File: config.mk
export PLATFORM = sky130hd
export DESIGN_NAME = bcp_cmd_driver
export DESIGN_NICKNAME = d
export VERILOG_FILES = /design/src/rtl/bcp_pkg.sv /design/src/rtl/bcp_stability_counter.sv /design/src/rtl/bcp_cmd_driver.sv
export SDC_FILE = /design/constraint.sdc
export NUM_CORES = 1
export LEC_CHECK = 0
export BUFFER_PORTS_ARGS = -buffer_cell sky130_fd_sc_hd__buf_4
export CAP_MARGIN = 0
export CORE_AREA = 4 4 108 110
export CTS_BUF_LIST = sky130_fd_sc_hd__clkbuf_16
export CTS_CLUSTER_SIZE = 16
export DETAILED_ROUTE_END_ITERATION = 10
export DIE_AREA = 0 0 112 114
export PLACE_DENSITY = 0.84
export SLEW_MARGIN = 20
export SYNTH_ARGS = -nofsm -noshare
export SYNTH_HDL_FRONTEND = slang
export SYNTH_HIERARCHICAL = 1
export SYNTH_SLANG_ARGS = --single-unit
File: constraint.sdc
create_clock -name clk_i -period 7.6 [get_ports clk_i]
set_clock_uncertainty 0.05 [all_clocks]
set_input_delay 1.14 -clock clk_i [delete_from_list [all_inputs] [get_ports clk_i]]
set_output_delay 1.14 -clock clk_i [all_outputs]
set_load 0.02 [all_outputs]
File: src/rtl/bcp_pkg.sv
// bcp_pkg: shared op/state encodings, status codes and command-word field offsets for the BCP accelerator
package bcp_pkg;
   typedef enum logic [1:0] {
      NO_OP            = 2'b00,
      UPDATE_CLAUSE_OP = 2'b01,
      DECISION_OP      = 2'b10,
      BACKTRACK_OP     = 2'b11
   } op_e;

   typedef enum logic [2:0] {
      S_IDLE,
      S_ISSUE,
      S_WAIT_ACK,
      S_CLEAR,
      S_SETTLE,
      S_RESPOND
   } state_e;

   localparam logic [31:0] ST_DONE     = 32'd1;
   localparam logic [31:0] ST_CONFLICT = 32'd4;
   localparam logic [31:0] ST_SAT      = 32'd5;
   localparam logic [31:0] ST_IMPL     = 32'd6;

   localparam int REG0_OP_LSB  = 0;
   localparam int REG0_CID_LSB = 2;
   localparam int REGN_POL_LSB = 0;
   localparam int REGN_VID_LSB = 1;
endpackage

File: src/rtl/bcp_stability_counter.sv
// bcp_stability_counter: flags a sample that has matched its predecessor for STABLE_CYCLES consecutive cycles
module bcp_stability_counter #(
   parameter int               WIDTH         = 1,
   parameter int               STABLE_CYCLES = 4,
   parameter logic [WIDTH-1:0] RESET_VALUE   = '0
) (
   input  logic             clk_i,
   input  logic             rst_i,
   input  logic             en_i,
   input  logic [WIDTH-1:0] sample_i,
   output logic             stable_o
);
   localparam int CW = $clog2(STABLE_CYCLES + 1);
   localparam logic [CW-1:0] LAST = CW'(STABLE_CYCLES - 1);
   logic [WIDTH-1:0] prev;
   logic [CW-1:0]    cnt;
   logic             same;
   assign same     = sample_i == prev;
   assign stable_o = en_i && same && cnt == LAST;
   always_ff @(posedge clk_i) begin
      if (rst_i) begin
         prev <= RESET_VALUE;
         cnt  <= '0;
      end else begin
         prev <= sample_i;
         cnt  <= (!en_i || !same) ? '0 : (cnt == LAST) ? cnt : cnt + 1'b1;
      end
   end
endmodule

File: src/rtl/bcp_cmd_driver.sv
// bcp_cmd_driver: encodes stream commands into accelerator command words and returns one settled status response per command
module bcp_cmd_driver
   import bcp_pkg::*;
#(
   parameter int FORMULA_MAX_VARIABLE  = 20,
   parameter int VARIABLE_ENCODING_LEN = $clog2(FORMULA_MAX_VARIABLE + 1),
   parameter int MAX_CLAUSE            = 91,
   parameter int CLAUSE_ID_LEN         = $clog2(MAX_CLAUSE),
   parameter int STABLE_CYCLES         = 4,
   parameter int TIMEOUT_CYCLES        = 1024
) (
   input  logic                               clk_i,
   input  logic                               rst_i,
   input  logic                               cmd_valid_i,
   output logic                               cmd_ready_o,
   input  logic [1:0]                         cmd_op_i,
   input  logic [CLAUSE_ID_LEN-1:0]           cmd_clause_id_i,
   input  logic [3*VARIABLE_ENCODING_LEN-1:0] cmd_var_ids_i,
   input  logic [2:0]                         cmd_pols_i,
   output logic [31:0]                        axi_reg0_o,
   output logic [31:0]                        axi_reg1_o,
   output logic [31:0]                        axi_reg2_o,
   output logic [31:0]                        axi_reg3_o,
   input  logic [31:0]                        axi_reg4_i,
   input  logic [VARIABLE_ENCODING_LEN:0]     axi_reg5_i,
   input  logic                               cpu_op_read_i,
   output logic                               rsp_valid_o,
   input  logic                               rsp_ready_i,
   output logic [31:0]                        rsp_status_o,
   output logic [VARIABLE_ENCODING_LEN:0]     rsp_impl_o,
   output logic                               rsp_timeout_o,
   output logic                               busy_o
);
   localparam int VEL = VARIABLE_ENCODING_LEN;
   localparam int TW  = $clog2(TIMEOUT_CYCLES);
   localparam logic [TW-1:0] TO_LAST = TW'(TIMEOUT_CYCLES - 1);

   state_e        state, state_n;
   logic [TW-1:0] to_cnt;
   logic          accept, timing, timeout, stable;

   assign accept      = state == S_IDLE && cmd_valid_i && cmd_op_i != NO_OP;
   assign timing      = state inside {S_WAIT_ACK, S_CLEAR, S_SETTLE};
   assign timeout     = timing && to_cnt == TO_LAST;
   assign cmd_ready_o = state == S_IDLE;
   assign busy_o      = !cmd_ready_o;
   assign rsp_valid_o = state == S_RESPOND;

   bcp_stability_counter #(
      .WIDTH         (32 + VEL + 1),
      .STABLE_CYCLES (STABLE_CYCLES)
   ) u_stab (
      .clk_i    (clk_i),
      .rst_i    (rst_i),
      .en_i     (state == S_SETTLE),
      .sample_i ({axi_reg5_i, axi_reg4_i}),
      .stable_o (stable)
   );

   always_comb begin
      state_n = state;
      unique case (state)
         S_IDLE:     state_n = accept ? S_ISSUE : S_IDLE;
         S_ISSUE:    state_n = axi_reg0_o[REG0_OP_LSB +: 2] == UPDATE_CLAUSE_OP ? S_WAIT_ACK : S_CLEAR;
         S_WAIT_ACK: state_n = timeout ? S_RESPOND : cpu_op_read_i ? S_CLEAR : S_WAIT_ACK;
         S_CLEAR:    state_n = timeout ? S_RESPOND : S_SETTLE;
         S_SETTLE:   state_n = (stable || timeout) ? S_RESPOND : S_SETTLE;
         S_RESPOND:  state_n = rsp_ready_i ? S_IDLE : S_RESPOND;
         default:    state_n = S_IDLE;
      endcase
   end

   always_ff @(posedge clk_i) state <= rst_i ? S_IDLE : state_n;

   // The op is dropped on the edge into CLEAR so a DECISION/BACKTRACK pulse lasts exactly the ISSUE cycle.
   always_ff @(posedge clk_i) begin
      if (rst_i) begin
         axi_reg0_o    <= '0;
         axi_reg1_o    <= '0;
         axi_reg2_o    <= '0;
         axi_reg3_o    <= '0;
         rsp_status_o  <= '0;
         rsp_impl_o    <= '0;
         rsp_timeout_o <= 1'b0;
         to_cnt        <= '0;
      end else begin
         if (accept) begin
            axi_reg0_o <= 32'({cmd_clause_id_i, cmd_op_i});
            axi_reg1_o <= 32'({cmd_var_ids_i[0*VEL +: VEL], cmd_pols_i[0]});
            axi_reg2_o <= 32'({cmd_var_ids_i[1*VEL +: VEL], cmd_pols_i[1]});
            axi_reg3_o <= 32'({cmd_var_ids_i[2*VEL +: VEL], cmd_pols_i[2]});
         end
         if (state_n == S_CLEAR || timeout) axi_reg0_o[REG0_OP_LSB +: 2] <= NO_OP;
         to_cnt <= state == S_ISSUE ? '0 : (timing && to_cnt != TO_LAST) ? to_cnt + 1'b1 : to_cnt;
         if (stable || timeout) begin
            rsp_status_o  <= axi_reg4_i;
            rsp_impl_o    <= axi_reg5_i;
            rsp_timeout_o <= !stable;
         end
      end
   end
endmodule
; Yosys cells after proc, flatten, opt, wreduce, memory -nomap -nowiden
; Cells that the tools add are included.
[classes]
n_reduce_logical = 19
n_addsub = 2
muxes = 8
eq_ne = 11
[ops]
columns = cell, count
row1 = $eq A38 B38 Y1, 1
row2 = $pmux W3 S6, 1
row3 = $eq A3 B2 Y1 const B, 4
row4 = $add A10 B1 Y10 const B, 1
row5 = $eq A10 B10 Y1 const B, 1
row6 = $ne A10 B10 Y1 const B, 1
row7 = $eq A3 B3 Y1 const B, 2
row8 = $logic_and A1 B1 Y1, 6
row9 = $mux W3, 2
row10 = $reduce_or A2 Y1, 3
row11 = $mux W1, 5
row12 = $logic_not A1 Y1, 4
row13 = $add A3 B1 Y3 const B, 1
row14 = $eq A3 B1 Y1 const B, 1
row15 = $logic_not A3 Y1, 1
row16 = $logic_or A1 B1 Y1, 3
row17 = $reduce_bool A3 Y1, 1
row18 = $eq A2 B1 Y1 const B, 1
row19 = $reduce_bool A2 Y1, 1
[totals]
reg_bits = 120
wordCells = 52

; Logic depth before layout (Yosys ltp)
[logic_depth]
depth_word = 9
depth_mapped = 11

; Modules after synthesis
; Netlist, hierarchy kept.
[modules_own_cells]
columns = module, seq_area_each_um2, n_inst, cells_each, area_each_um2
row1 = bcp_cmd_driver, 1581.5, 1, 477, 3757.4
row2 = bcp_stability_counter, 820.8, 1, 154, 1610.3

; Worst setup path before layout
; Ideal clock, no wire load.
[synth_timing]
path_kind = input to register
startpoint = input axi_reg4_i[7]
endpoint = register rsp_status_o[17]
t_arrival_ps = 2836
cell_stages = 9
setup_slack_ps = 4582
setup_ps = 132
required_time_ps = 7418
cell_sequence = xnor2_1 > o211ai_1 > or4_4 > nor4_1 > a21oi_1 > buf_2 > buf_4 > nand2_1 > a21oi_1
[synth_between]
elab_chain_len = 4
[synth_rtl]
columns = item, line
row1 = start: declaration, bcp_cmd_driver.sv:24  ; input logic [31:0] axi_reg4_i,
row2 = $eq A38 B38 Y1, bcp_stability_counter.sv:18  ; assign same = sample_i == prev;
row3 = $logic_and A1 B1 Y1 (2 in a row), bcp_stability_counter.sv:19  ; assign stable_o = en_i && same && cnt == LAST;
row4 = named net stable, bcp_cmd_driver.sv:40  ; logic accept, timing, timeout, stable;
row5 = $logic_or A1 B1 Y1, bcp_cmd_driver.sv:95  ; if (stable || timeout) begin
row6 = end signal: assignment, bcp_cmd_driver.sv:96  ; rsp_status_o <= axi_reg4_i;
row7 = end: declaration, bcp_cmd_driver.sv:29  ; output logic [31:0] rsp_status_o,
; The timed path passes the listed nets, and every way through them passes these cells.
; A chain may end at the register's enable or synchronous reset.

; Worst setup path in the final report
[layout_timing]
startpoint = input axi_reg4_i[21]
endpoint = register rsp_status_o[1]
; Same word-level chain as after synthesis.

==> reports/qor.yml <==
multi_input_area_um2: 2431
clkLatencyLatePin_ps: 390
power_density_nw_per_um2: 241.1
grt_pass1_vias: 4002
yosysMostFrequentCell: "nand2_1"
setup_violations: 0
hp-class: "register to register"
synth_warnings: 6
layout.cells.non_filler: 913
gr-total-overflow: 0
crit_type: "primary input to register"
required_ps: 7860
ctsHoldBuffers: 0
avgSynthCellArea_um2: 8.507
fin_tns_setup_ps: 0
cp-start-kind: "primary input"
dp.final_hpwl_um: 8683
syn_area_um2: 5368
layout-drive-gt1-share_pct: 22.25
clock-sinks: 120
synth_top_area_share_pct: 44.76
ys_seq_elements: 120
rsz0062_at_grt: "no"
yosys-top-cells-count: "nand2_1, dfxtp_1, buf_4, a21oi_1, nor2b_1"
grt_pass1_wl_um: 18730
die_w_um: 112
portBuffers: 138
drtIter0Drc: 214
boundaryPins: 240
ys_seq_area_share_pct: 44.76
cap_viol_max_count: 0
die_area_um2: 12770
async_flop_share_pct: 0
yosys.area.top_type: "dfxtp_1"
finalWeightedCongestion: 0.7958
place_ws_ps: 3487
nNetsFinal: 837
htreeDepth: 4
cts_buffers: 17
synthFlopType: "dfxtp_1"
synth-edff-count: 0
max_freq_ghz: 0.2696
die_y_um: 114
period_minus_slack_ps: 3709
ant_nets: 0
syn_inst: 631
slew_violations: 0
coreArea_um2: 10700
drt_pass1_iterations: 5
synth_cell_type_count: 45
status: "completed"
drc_errors: 0
worstMarginPinSlew_ps: 985.8
seq_area_um2: 2402
worst_slack_ps: 3891
grt_antenna_before_repair: 0
initial_core_util_pct: 50.18
cts.clk_slew.worst_paths_ps: 50
slew-limit-headroom_pct: 34.13
crit_fanout: 26
diodes: 0
via_count: 4189
rows: 38
grt_max_degree: 84
post-place-cells: 885
grt.total_usage_pct: 18.12
endpoint_kind: "register"
synth_top_cells_by_area: "dfxtp_1, buf_4, nand2_1, a21oi_1, xor2_1"
p_leak_nw: 2.935
hold_violations: 0
drt-total-wl_um: 11920
postCtsSetupBuffers: 0
fill_cells: 974
cts_tree: "done"
clock_path_buffers: 2
area_growth_pct: 23.05
cp.arrival_ps: 3970
viasPerCell: 4.588
finalCritPeriodShare_pct: 48.80
wl_per_cell_um: 13.05
ir_drop_mv: 0.2025
cts_resized: 0
root_buffer: "clkbuf_16"
==> registers in the layout, indices dropped and copies added, names as in the netlist <==
name,flops
axi_reg1_o,6
to_cnt,10
u_stab/prev,38
rsp_status_o,32
u_stab/cnt,3
axi_reg0_o,9
axi_reg2_o,6
state,3
rsp_impl_o,6
rsp_timeout_o,1
axi_reg3_o,6
==> final cells by class <==
type	instances	area share, %
clock buffer	17	6.441
clock inverter	11	1.080
inverter	9	0.5115
multi-input combinational	474	36.81
sequential	120	36.37
tap	140	2.652
timing repair buffer	142	16.14
==> layer usage <==
metal | vias to the layer above | part of all wire, % | track usage [%]
met4 | 0 | 1.0 | 5.529
met5 | - | 0 | 0
met1 | 1893 | 40 | 20.44
met3 | 8 | 10 | 8.541
li1 | 2107 | - | -
met2 | 181 | 49 | 30.66
==> cells in the final DEF (no fill, tap or decap), drive strengths merged, types with 3 or more instances in the layout <==
cell / netlist / final
a21o: 3 / 3
a21oi: 70 / 70
buf: 112 / 142
clkbuf: 16 / 17
clkinv: 1 / 7
conb: 1 / 101
dfxtp: 120 / 120
ha: 3 / 3
inv: 8 / 11
nand2: 136 / 136
nand3: 5 / 5
nand4: 8 / 8
nor2: 18 / 18
nor2b: 39 / 39
nor3: 6 / 6
nor4: 16 / 16
xnor2: 13 / 13
xor2: 30 / 30
==> cell families (layout without fill, tap and decap cells) <==
logic type               Yosys count  after routing  share of synthesized area, %
AND/OR/NAND/NOR                  239            239                         21.00
buffers and inverters            137            179                         17.16
flip-flops                       120            120                         44.76
AO/OA/AOI/OAI                     87             87                         9.114
XOR/XNOR                          43             43                         7.016
adder cells (fa/ha/maj)            3              3                        0.6994
other                              1            101                       0.06986
multiplexers                       1              1                        0.1865
==> worst paths after layout <==
kind | start | to | slack, ps | depth (start not counted)
worst min register to register | rsp_status_o[25]$_SDFFE_PP0N_ | rsp_status_o[25]$_SDFFE_PP0N_ | 400 | 2
worst min-delay path | rsp_status_o[25]$_SDFFE_PP0N_ | rsp_status_o[25]$_SDFFE_PP0N_ | 400 | 2
worst max-delay path | axi_reg4_i[21] | rsp_status_o[1]$_SDFFE_PP0N_ | 3890 | 9
worst max register to register | state[1]$_SDFF_PP0_ | rsp_status_o[1]$_SDFFE_PP0N_ | 4240 | 10
==> worst max-delay path, stage by stage <==
cell and delay, ps:
buf_4 120, xor2_1 140, nor4_1 660, nand4_1 190, nor4_1 610, a21o_1 450, buf_4 390, nand2_1 90
a21oi_1 160
==> through the flow <==
| step | area (µm²) | power (W) | util [%] | hold slack (ps) |
|---|---|---|---|---|
| after floorplan | 5743 | 0.0008777 | - | 420.3 |
| after global placement | 6108 | 0.0009199 | 57.10 | 388.9 |
| after detailed placement | 6108 | 0.0009234 | 57.10 | 395.0 |
| after CTS | 6605 | 0.001606 | 61.74 | 402.1 |
| after global routing | 6605 | 0.001663 | 61.74 | 419.8 |
| final | 6605 | 0.001593 | 61.74 | 398.3 |
==> power by group <==
| part | switching [W] | internal [W] | leakage [nW] |
|---|---|---|---|
| sequential | 0.0000178 | 0.000659 | 0.981 |
| combinational | 0.000151 | 0.0000843 | 1.70 |
| clock | 0.000251 | 0.000430 | 0.249 |
| total | 0.000420 | 0.00117 | 2.93 |
Note: power is estimated with default switching activity, not from simulation.
